===== src/rtl/bnn_param_loader.sv =====
// -----------------------------------------------------------------------------
// bnn_param_loader
//
// Streams a configuration byte stream into a daisy-chained row of neurons.
// Each accepted byte is shifted MSB-first onto the chain, one bit per clock,
// with `setup` high only for the clocks that actually move a bit. The bits
// falling off the end of the chain (the previous configuration) are packed
// back into bytes for readback.
//
// Ports
//   clk, rst_n            clock, asynchronous active-low reset
//   start                 one-cycle request to begin a full chain load
//   in_data/in_valid      configuration byte and its valid
//   in_ready              byte accepted this cycle (decode of WAIT_BYTE)
//   chain_in              param_out of the last neuron in the chain
//   setup                 shift-enable to every neuron
//   param_out             serial data into the first neuron
//   busy                  load in progress
//   done                  chain holds a complete new configuration
//   rd_data/rd_valid      readback byte of the previous chain contents
// -----------------------------------------------------------------------------
module bnn_param_loader #(
   parameter int NEURONS   = 8,
   parameter int INPUTS    = 8,
   parameter int BIAS_BITS = 3
) (
   input  logic       clk,
   input  logic       rst_n,
   input  logic       start,
   input  logic [7:0] in_data,
   input  logic       in_valid,
   output logic       in_ready,
   input  logic       chain_in,
   output logic       setup,
   output logic       param_out,
   output logic       busy,
   output logic       done,
   output logic [7:0] rd_data,
   output logic       rd_valid
);

   localparam int TOTAL_BITS = NEURONS * (INPUTS + BIAS_BITS);
   localparam int BL_W       = $clog2(TOTAL_BITS + 1);

   typedef enum logic [1:0] {
      IDLE      = 2'd0,
      WAIT_BYTE = 2'd1,
      SHIFT     = 2'd2,
      DONE      = 2'd3
   } state_e;

   state_e          state_q,     state_d;
   logic [BL_W-1:0] bits_left_q, bits_left_d;
   logic [2:0]      bit_idx_q,   bit_idx_d;
   logic [7:0]      shreg_q,     shreg_d;
   logic [6:0]      rd_shift_q,  rd_shift_d;
   logic [2:0]      rd_cnt_q,    rd_cnt_d;
   logic [7:0]      rd_data_q,   rd_data_d;
   logic            rd_valid_q,  rd_valid_d;
   logic            busy_q,      busy_d;
   logic            done_q,      done_d;

   // Readback byte as it would look with this cycle's exiting bit appended.
   logic [7:0]      rd_word;

   always_comb begin
      // NOTE: every signal gets a default first so no path leaves it unassigned
      // and no latch is inferred.
      state_d     = state_q;
      bits_left_d = bits_left_q;
      bit_idx_d   = bit_idx_q;
      shreg_d     = shreg_q;
      rd_shift_d  = rd_shift_q;
      rd_cnt_d    = rd_cnt_q;
      rd_data_d   = rd_data_q;
      rd_valid_d  = 1'b0;
      rd_word     = {rd_shift_q, chain_in};

      unique case (state_q)
         IDLE, DONE: begin
            if (start) begin
               state_d     = WAIT_BYTE;
               bits_left_d = BL_W'(TOTAL_BITS);
               rd_shift_d  = '0;
               rd_cnt_d    = '0;
            end
         end

         WAIT_BYTE: begin
            // start is deliberately not looked at here: a load in progress
            // cannot be restarted except by reset.
            if (in_valid) begin
               shreg_d   = in_data;
               bit_idx_d = '0;
               state_d   = SHIFT;
            end
         end

         SHIFT: begin
            shreg_d     = {shreg_q[6:0], 1'b0};
            bits_left_d = bits_left_q - BL_W'(1);
            bit_idx_d   = bit_idx_q + 3'd1;
            rd_shift_d  = rd_word[6:0];
            rd_cnt_d    = rd_cnt_q + 3'd1;

            if (rd_cnt_q == 3'd7) begin
               rd_data_d  = rd_word;
               rd_valid_d = 1'b1;
            end

            if (bits_left_q == BL_W'(1)) begin
               state_d = DONE;
               // Partial last readback byte: left-align, stale upper bits of
               // rd_word fall off the top and zeros fill from the bottom.
               if (rd_cnt_q != 3'd7) begin
                  rd_data_d  = rd_word << (3'd7 - rd_cnt_q);
                  rd_valid_d = 1'b1;
               end
            end else if (bit_idx_q == 3'd7) begin
               state_d = WAIT_BYTE;
            end
         end

         default: state_d = IDLE;
      endcase

      busy_d = (state_d == WAIT_BYTE) || (state_d == SHIFT);
      done_d = (state_d == DONE);
   end

   // NOTE: sequential state uses non-blocking assignments so every flop samples
   // the pre-edge values regardless of statement order.
   always_ff @(posedge clk or negedge rst_n) begin
      if (!rst_n) begin
         state_q     <= IDLE;
         bits_left_q <= '0;
         bit_idx_q   <= '0;
         shreg_q     <= '0;
         rd_shift_q  <= '0;
         rd_cnt_q    <= '0;
         rd_data_q   <= '0;
         rd_valid_q  <= 1'b0;
         busy_q      <= 1'b0;
         done_q      <= 1'b0;
      end else begin
         state_q     <= state_d;
         bits_left_q <= bits_left_d;
         bit_idx_q   <= bit_idx_d;
         shreg_q     <= shreg_d;
         rd_shift_q  <= rd_shift_d;
         rd_cnt_q    <= rd_cnt_d;
         rd_data_q   <= rd_data_d;
         rd_valid_q  <= rd_valid_d;
         busy_q      <= busy_d;
         done_q      <= done_d;
      end
   end

   // setup/param_out decode the registered state so they fall the instant
   // reset asserts; the chain then freezes with whatever it already holds.
   assign setup     = (state_q == SHIFT);
   assign param_out = setup & shreg_q[7];
   assign in_ready  = (state_q == WAIT_BYTE);
   assign busy      = busy_q;
   assign done      = done_q;
   assign rd_data   = rd_data_q;
   assign rd_valid  = rd_valid_q;

endmodule


===== config.mk =====
export PLATFORM = sky130hd
export DESIGN_NAME = bnn_param_loader
export DESIGN_NICKNAME = d
export VERILOG_FILES = /design/src/rtl/bnn_param_loader.sv
export SDC_FILE = /design/constraint.sdc
export NUM_CORES = 1
export LEC_CHECK = 0
export ABC_AREA = 1
export BUFFER_PORTS_ARGS = -buffer_cell sky130_fd_sc_hd__buf_2
export CELL_PAD_IN_SITES_DETAIL_PLACEMENT = 1
export CELL_PAD_IN_SITES_GLOBAL_PLACEMENT = 2
export CORE_ASPECT_RATIO = 0.9
export CORE_MARGIN = 8
export CORE_UTILIZATION = 35
export CTS_BUF_LIST = sky130_fd_sc_hd__clkbuf_16
export CTS_CLUSTER_DIAMETER = 40
export DETAILED_ROUTE_END_ITERATION = 8
export HOLD_SLACK_MARGIN = 0.05
export PLACE_DENSITY_LB_ADDON = 0.25
export SLEW_MARGIN = 20
export SYNTH_ARGS = -nofsm -noshare
export SYNTH_HDL_FRONTEND = slang
export SYNTH_SLANG_ARGS = --single-unit

===== constraint.sdc =====
create_clock -name clk -period 2.9 [get_ports clk]
set_input_delay 0.145 -clock clk [delete_from_list [all_inputs] [get_ports clk]]
set_output_delay 0.145 -clock clk [all_outputs]
set_load 0.01 [all_outputs]

After elaboration in Yosys (flattened, before gate mapping)
Cells that the tools add are included.
{"block": "totals", "inputBits": 13, "word_cells": 57, "register_bits": 41}
{"block": "classes", "add_sub_neg": 4, "n_mux": 22, "bitwise_logic": 1, "n_shift": 1, "n_reduce_logical": 7, "eq_ne": 12}
{"cell": "two-way mux 8 bit", "count": 4}
{"cell": "case mux 7 bit (2 select lines)", "count": 2}
{"cell": "case mux 8 bit (2 select lines)", "count": 1}
{"cell": "two-way mux 7 bit", "count": 2}
{"cell": "case mux 3 bit (2 select lines)", "count": 2}
{"cell": "== test 2 bit (second input constant)", "count": 4}
{"cell": "two-way mux 2 bit", "count": 4}
{"cell": "<< shifter 8 x 3 -> 8 bit", "count": 1}
{"cell": "== test 7 x 1 -> 1 bit (second input constant)", "count": 1}
{"cell": "subtractor 7 x 1 -> 7 bit (second input constant)", "count": 1}
{"cell": "adder 3 x 1 -> 3 bit (second input constant)", "count": 2}
{"cell": "== test 3 bit (second input constant)", "count": 2}
{"cell": "two-way mux 3 bit", "count": 2}
{"cell": "case mux 2 bit (3 select lines)", "count": 1}
{"cell": "== test 2 x 1 -> 1 bit (second input constant)", "count": 2}
{"cell": "two-way mux 1 bit", "count": 4}
{"cell": "!= test 2 bit (second input constant)", "count": 2}
{"cell": "AND reduction 2 bit", "count": 2}
{"cell": "nonzero test 2 bit", "count": 2}
{"cell": "!= test 3 bit (second input constant)", "count": 1}
{"cell": "subtractor 3 bit (first input constant)", "count": 1}
{"cell": "zero test 2 bit", "count": 1}
{"cell": "OR reduction 2 bit", "count": 1}
{"cell": "AND 1 bit", "count": 1}
{"cell": "logical OR 1 bit", "count": 1}

Longest topological paths before layout
{"block": "logic_depth", "ltp_word": 6, "mapped_depth": 10, "depth_no_buf": 10}

Worst setup path before layout
No wires, ideal clock.
{"block": "synth_path", "kind": "register to register", "start": "register state_q[0]", "end": "register busy_q, in the netlist busy", "setup_slack_ns": 1.174, "required_time_ns": 2.774, "path_buffers": 2, "arrival_time_ns": 1.600, "path_stages_with_launch": 8, "path_cell_list": "dfrtp_1 -> inv_1 -> ha_1 -> buf_4 -> clkbuf_1 -> nand3_1 -> o21ai_0 -> ha_1"}
{"block": "synth_via", "word_cells_on_any_way": 13, "cone_classes": "eq/ne (5); mux (5); reduce/logical (3)"}
{"element": "start, declared", "line_no": "52", "source": "state_e state_q, state_d;"}
{"element": "start signal, assigned", "line_no": "146", "source": "state_q <= state_d;"}
{"element": "== test 2 bit (*)"}
{"element": "via setup", "line_no": "34", "source": "output logic setup,"}
{"element": "case mux 2 bit (3 select lines) (*)", "line_no": "79", "source": "unique case (state_q)"}
{"element": "via state_d[1]", "line_no": "52"}
{"element": "== test 2 x 1 -> 1 bit / == test 2 bit (equally long branches)", "line_no": "127", "source": "busy_d = (state_d == WAIT_BYTE) || (state_d == SHIFT);"}
{"element": "logical OR 1 bit (*)", "line_no": "127"}
{"element": "via busy_d", "line_no": "60", "source": "logic busy_q, busy_d;"}
{"element": "end signal, assigned", "line_no": "154", "source": "busy_q <= busy_d;"}
{"element": "end, declared", "line_no": "60"}
The timed path passes the listed nets; every way through them passes the cells marked *.
A chain may end at the register's enable or synchronous reset.

Worst setup path in the final report
{"block": "layout_path", "start": "register state_q[0]", "end": "register bits_left_q[6]"}
{"block": "layout_via", "elab_chain_len": 4, "word_cells_on_any_way": 8, "cone_classes": "eq/ne (3); mux (1); reduce/logical (4)"}
{"element": "== test 2 bit / zero test 2 bit (equally long branches)", "line_no": "79"}
{"element": "OR reduction 2 bit", "line_no": "79"}
{"element": "!= test 2 bit (no line) / nonzero test 2 bit (equally long branches)"}
{"element": "AND reduction 2 bit (no line)"}
{"element": "end signal, assigned", "line_no": "147", "source": "bits_left_q <= bits_left_d;"}
{"element": "end, declared", "line_no": "53", "source": "logic [BL_W-1:0] bits_left_q, bits_left_d;"}
Parallel ways exist; a longest one is shown, timed or not.

==> impl_metrics.csv <==
group,metric,value,unit
worst_setup_path,r2r-start,"state_q[0]",
worst_setup_path,critPathLaunch,"state_q[0]",
timing,finalSetupTns,0,ps
die,core_area,6010,um^2
timing,min_period,2060,ps
global_route,grt_pass1_wl,9600,um
synth,synth_area,2150,um^2
global_route,antenna_found_initial,0,
worst_setup_path,r2r.worst_path.cells,9,
worst_setup_path,crit_family,"simple AND/OR/NAND/NOR gates",
synth,yosys_most_used_dff,"dfrtp_1",
timing,period_share,0.710,
die,ioPinCount,27,
timing,rsz0062_at_grt,"no",
worst_setup_path,path_cells,"inv_1, ha_1, inv_4, o21ai_4, nand3_2, nor2_2, nand2_1, nand2_1, nand3_1",
synth,ys_types,28,
synth,yosys_warnings,0,
die,die_y,90.3,um
global_route,grt_overflow,0,
worst_setup_path,cp-start-kind,"flop",
cts,post_cts_resized,0,
worst_setup_path,rr_endpoint,"bits_left_q[6]",
flow_run,drv_cap,0,
cts,cts-root-buf,"clkbuf_16",
status,status,"completed",
placed_design,dpl-instance-area,2330,um^2
timing,finClkSkew,6.70,ps
worst_setup_path,endpoint,"bits_left_q[6]",
cts,cts_post_setup_buffers_inserted,0,
finish,antenna_cells,0,
worst_setup_path,cp.depth,9,
cts,cts_hold_buf,0,
routing,post_drt_via_cell_ratio,5.04,
worst_setup_path,crit_required,3070,ps
global_route,grt_pass1_vias,2027,
placed_design,hpwl,3840,um
timing,hold_viol_final,0,
synth,ys_top_cells_by_area,"dfrtp_1, nand2_1, nand3_1",
cts,path_clk_slew,60,ps
cts,clock_sinks,41,
synth,async_flop_share,1.00,
routing,ant_nets,0,
routing,wl_per_cell,14.3,um
finish,drive_gt1_frac,0.152,
worst_setup_path,slowest_stage,"dfrtp_1",
cts,cts_tree,"yes",
worst_setup_path,crit_path_frequent_cell,"nand2_1",
synth,synth.largest_area_cell,"dfrtp_1",
cts,cts-htree-levels,2,
cts,cts.path.max_buffers,2,
pwr,p_leak,1.21,nW
routing,via_count,1856,
global_route,grt_start_max_net_pins,42,
synth,synth-seq-area-share,0.478,
finish,nets,317,
routing,drtPass1Iterations,4,
routing,drtIter0Drc,72,
timing,final_max_slew_viol_count,0,
worst_setup_path,critPathCaptureType,"flop",
timing,fmax,0.486,GHz
min_path,worst_hold_path_type,"primary input to flop",
pwr,powerDensity,896,nW/um^2
synth,synth_most_common_cell,"nand2_1",
routing,drt_wl_total,5270,um
timing,setup_viol,0,
synth,avgSynthCellArea,8.02,um^2
synth,synth_top_area_share,0.478,
placed_design,gp_congestion,0.759,
finish,areaGrowthSynthToFinish,19.3,%
global_route,grt.total_usage,0.131,
synth,ys_top_cells_by_count,"nand2_1, dfrtp_1, nand3_1",
die,dieArea,8900,um^2
timing,tightestPinTransition,544,ps
synth,synth_edf_count,0,
die,rows,27,
synth,synthesis.nets,290,
worst_setup_path,r2r_slack,840,ps
timing,slew_headroom,0.637,
finish,design_area,2560,um^2
cts,cts-buffers-inserted,5,
synth,netlist_instances,268,
synth,ys_ff_latch,41,
die,start_util,0.357,
pwr,ir_drop,0.428,mV
placed_design,io_buffer_count,26,
worst_setup_path,worstSetupPathType,"flop to flop",
worst_setup_path,slowest_delay,420,ps
worst_setup_path,worst-path-buf-inv,2,
die,die_x,98.6,um
worst_setup_path,cp.arrival,2230,ps
worst_setup_path,worstPathMaxFanout,19,
cts,insertion_delay,280,ps
routing,drcViolationCount,0,
-- final cells by class --
class / instances / area (um^2)
Sequential cell: 41 / 1030
Inverter: 30 / 115
Clock buffer: 5 / 125
Fill cell: 737 / 3450
Multi-Input combinational cell: 188 / 966
Tap cell: 72 / 90.1
Clock inverter: 3 / 65.1
Timing Repair Buffer: 29 / 175
-- worst register-to-register path, stage by stage, from the launching register on --
cell and delay, ps:
dfrtp_1 420, inv_1 70, ha_1 380, inv_4 170, o21ai_4 420, nand3_2 160
nor2_2 140, nand2_1 60, nand2_1 60, nand3_1 70
-- routing by layer --
layer,part of all wire,GRT usage,vias up,routed length [um]
li1,-,-,938,-
met1,0.50,0.164,888,2620
met2,0.45,0.212,23,2390
met3,0.038,0.0439,7,202
met4,0.010,0.0345,0,53
met5,0,0,-,0
-- sequential cells by signal (all words and copies together), names as in the netlist --
signal / flops
busy: 1
bit_idx_q: 3
shreg_q: 8
rd_data: 8
rd_shift_q: 7
bits_left_q: 7
done: 1
rd_cnt_q: 3
state_q: 2
rd_valid: 1
-- layout by cell type (no fill, tap or decap), types with 3 or more instances in the layout --
| cell | netlist | final |
|---|---|---|
| inv_1 | 27 | 27 |
| dfrtp_1 | 41 | 41 |
| o211ai_1 | 3 | 3 |
| o21ai_0 | 20 | 20 |
| buf_2 | 3 | 26 |
| nand3_1 | 37 | 37 |
| a21oi_1 | 6 | 6 |
| clkbuf_16 | 0 | 5 |
| a31oi_1 | 7 | 7 |
| ha_1 | 9 | 9 |
| nand2_1 | 73 | 73 |
| nor2_1 | 17 | 17 |
-- worst min-delay path by stage --
stage / startpoint / endpoint / slack, ps / depth (start not counted)
floorplan: rst_n / bit_idx_q[0] / -150 / 0
global placement: rst_n / bit_idx_q[1] / 350 / 1
detailed placement: rst_n / bit_idx_q[1] / 350 / 1
CTS: rst_n / busy / 50 / 1
global route: in_data[7] / shreg_q[7] / 140 / 3
finish: in_data[5] / shreg_q[5] / 120 / 3
-- through the flow --
stage	power (mW)	cells	setup WS, ps	hold slack, ps	utilization
floorplan	1.39	268	1170	-151	-
global placement	1.59	358	854	349	0.388
detailed placement	1.60	358	836	353	0.388
CTS	2.33	366	825	52.1	0.420
global route	2.49	368	588	137	0.426
finish	2.30	368	841	119	0.426
-- cell families (layout without fill, tap and decap cells) --
family	count (synthesis)	after routing	synth area share
simple gates	137	137	0.281
compound gates	42	42	0.116
flops	41	41	0.478
buf+inv	39	67	0.0728
fa+ha+maj	9	9	0.0524
-- where the power goes --
part           internal [mW]  switching, mW
clock                  0.491          0.225
combinational          0.250          0.504
sequential             0.718          0.106
No activity file was read; power rests on OpenSTA's default activity.
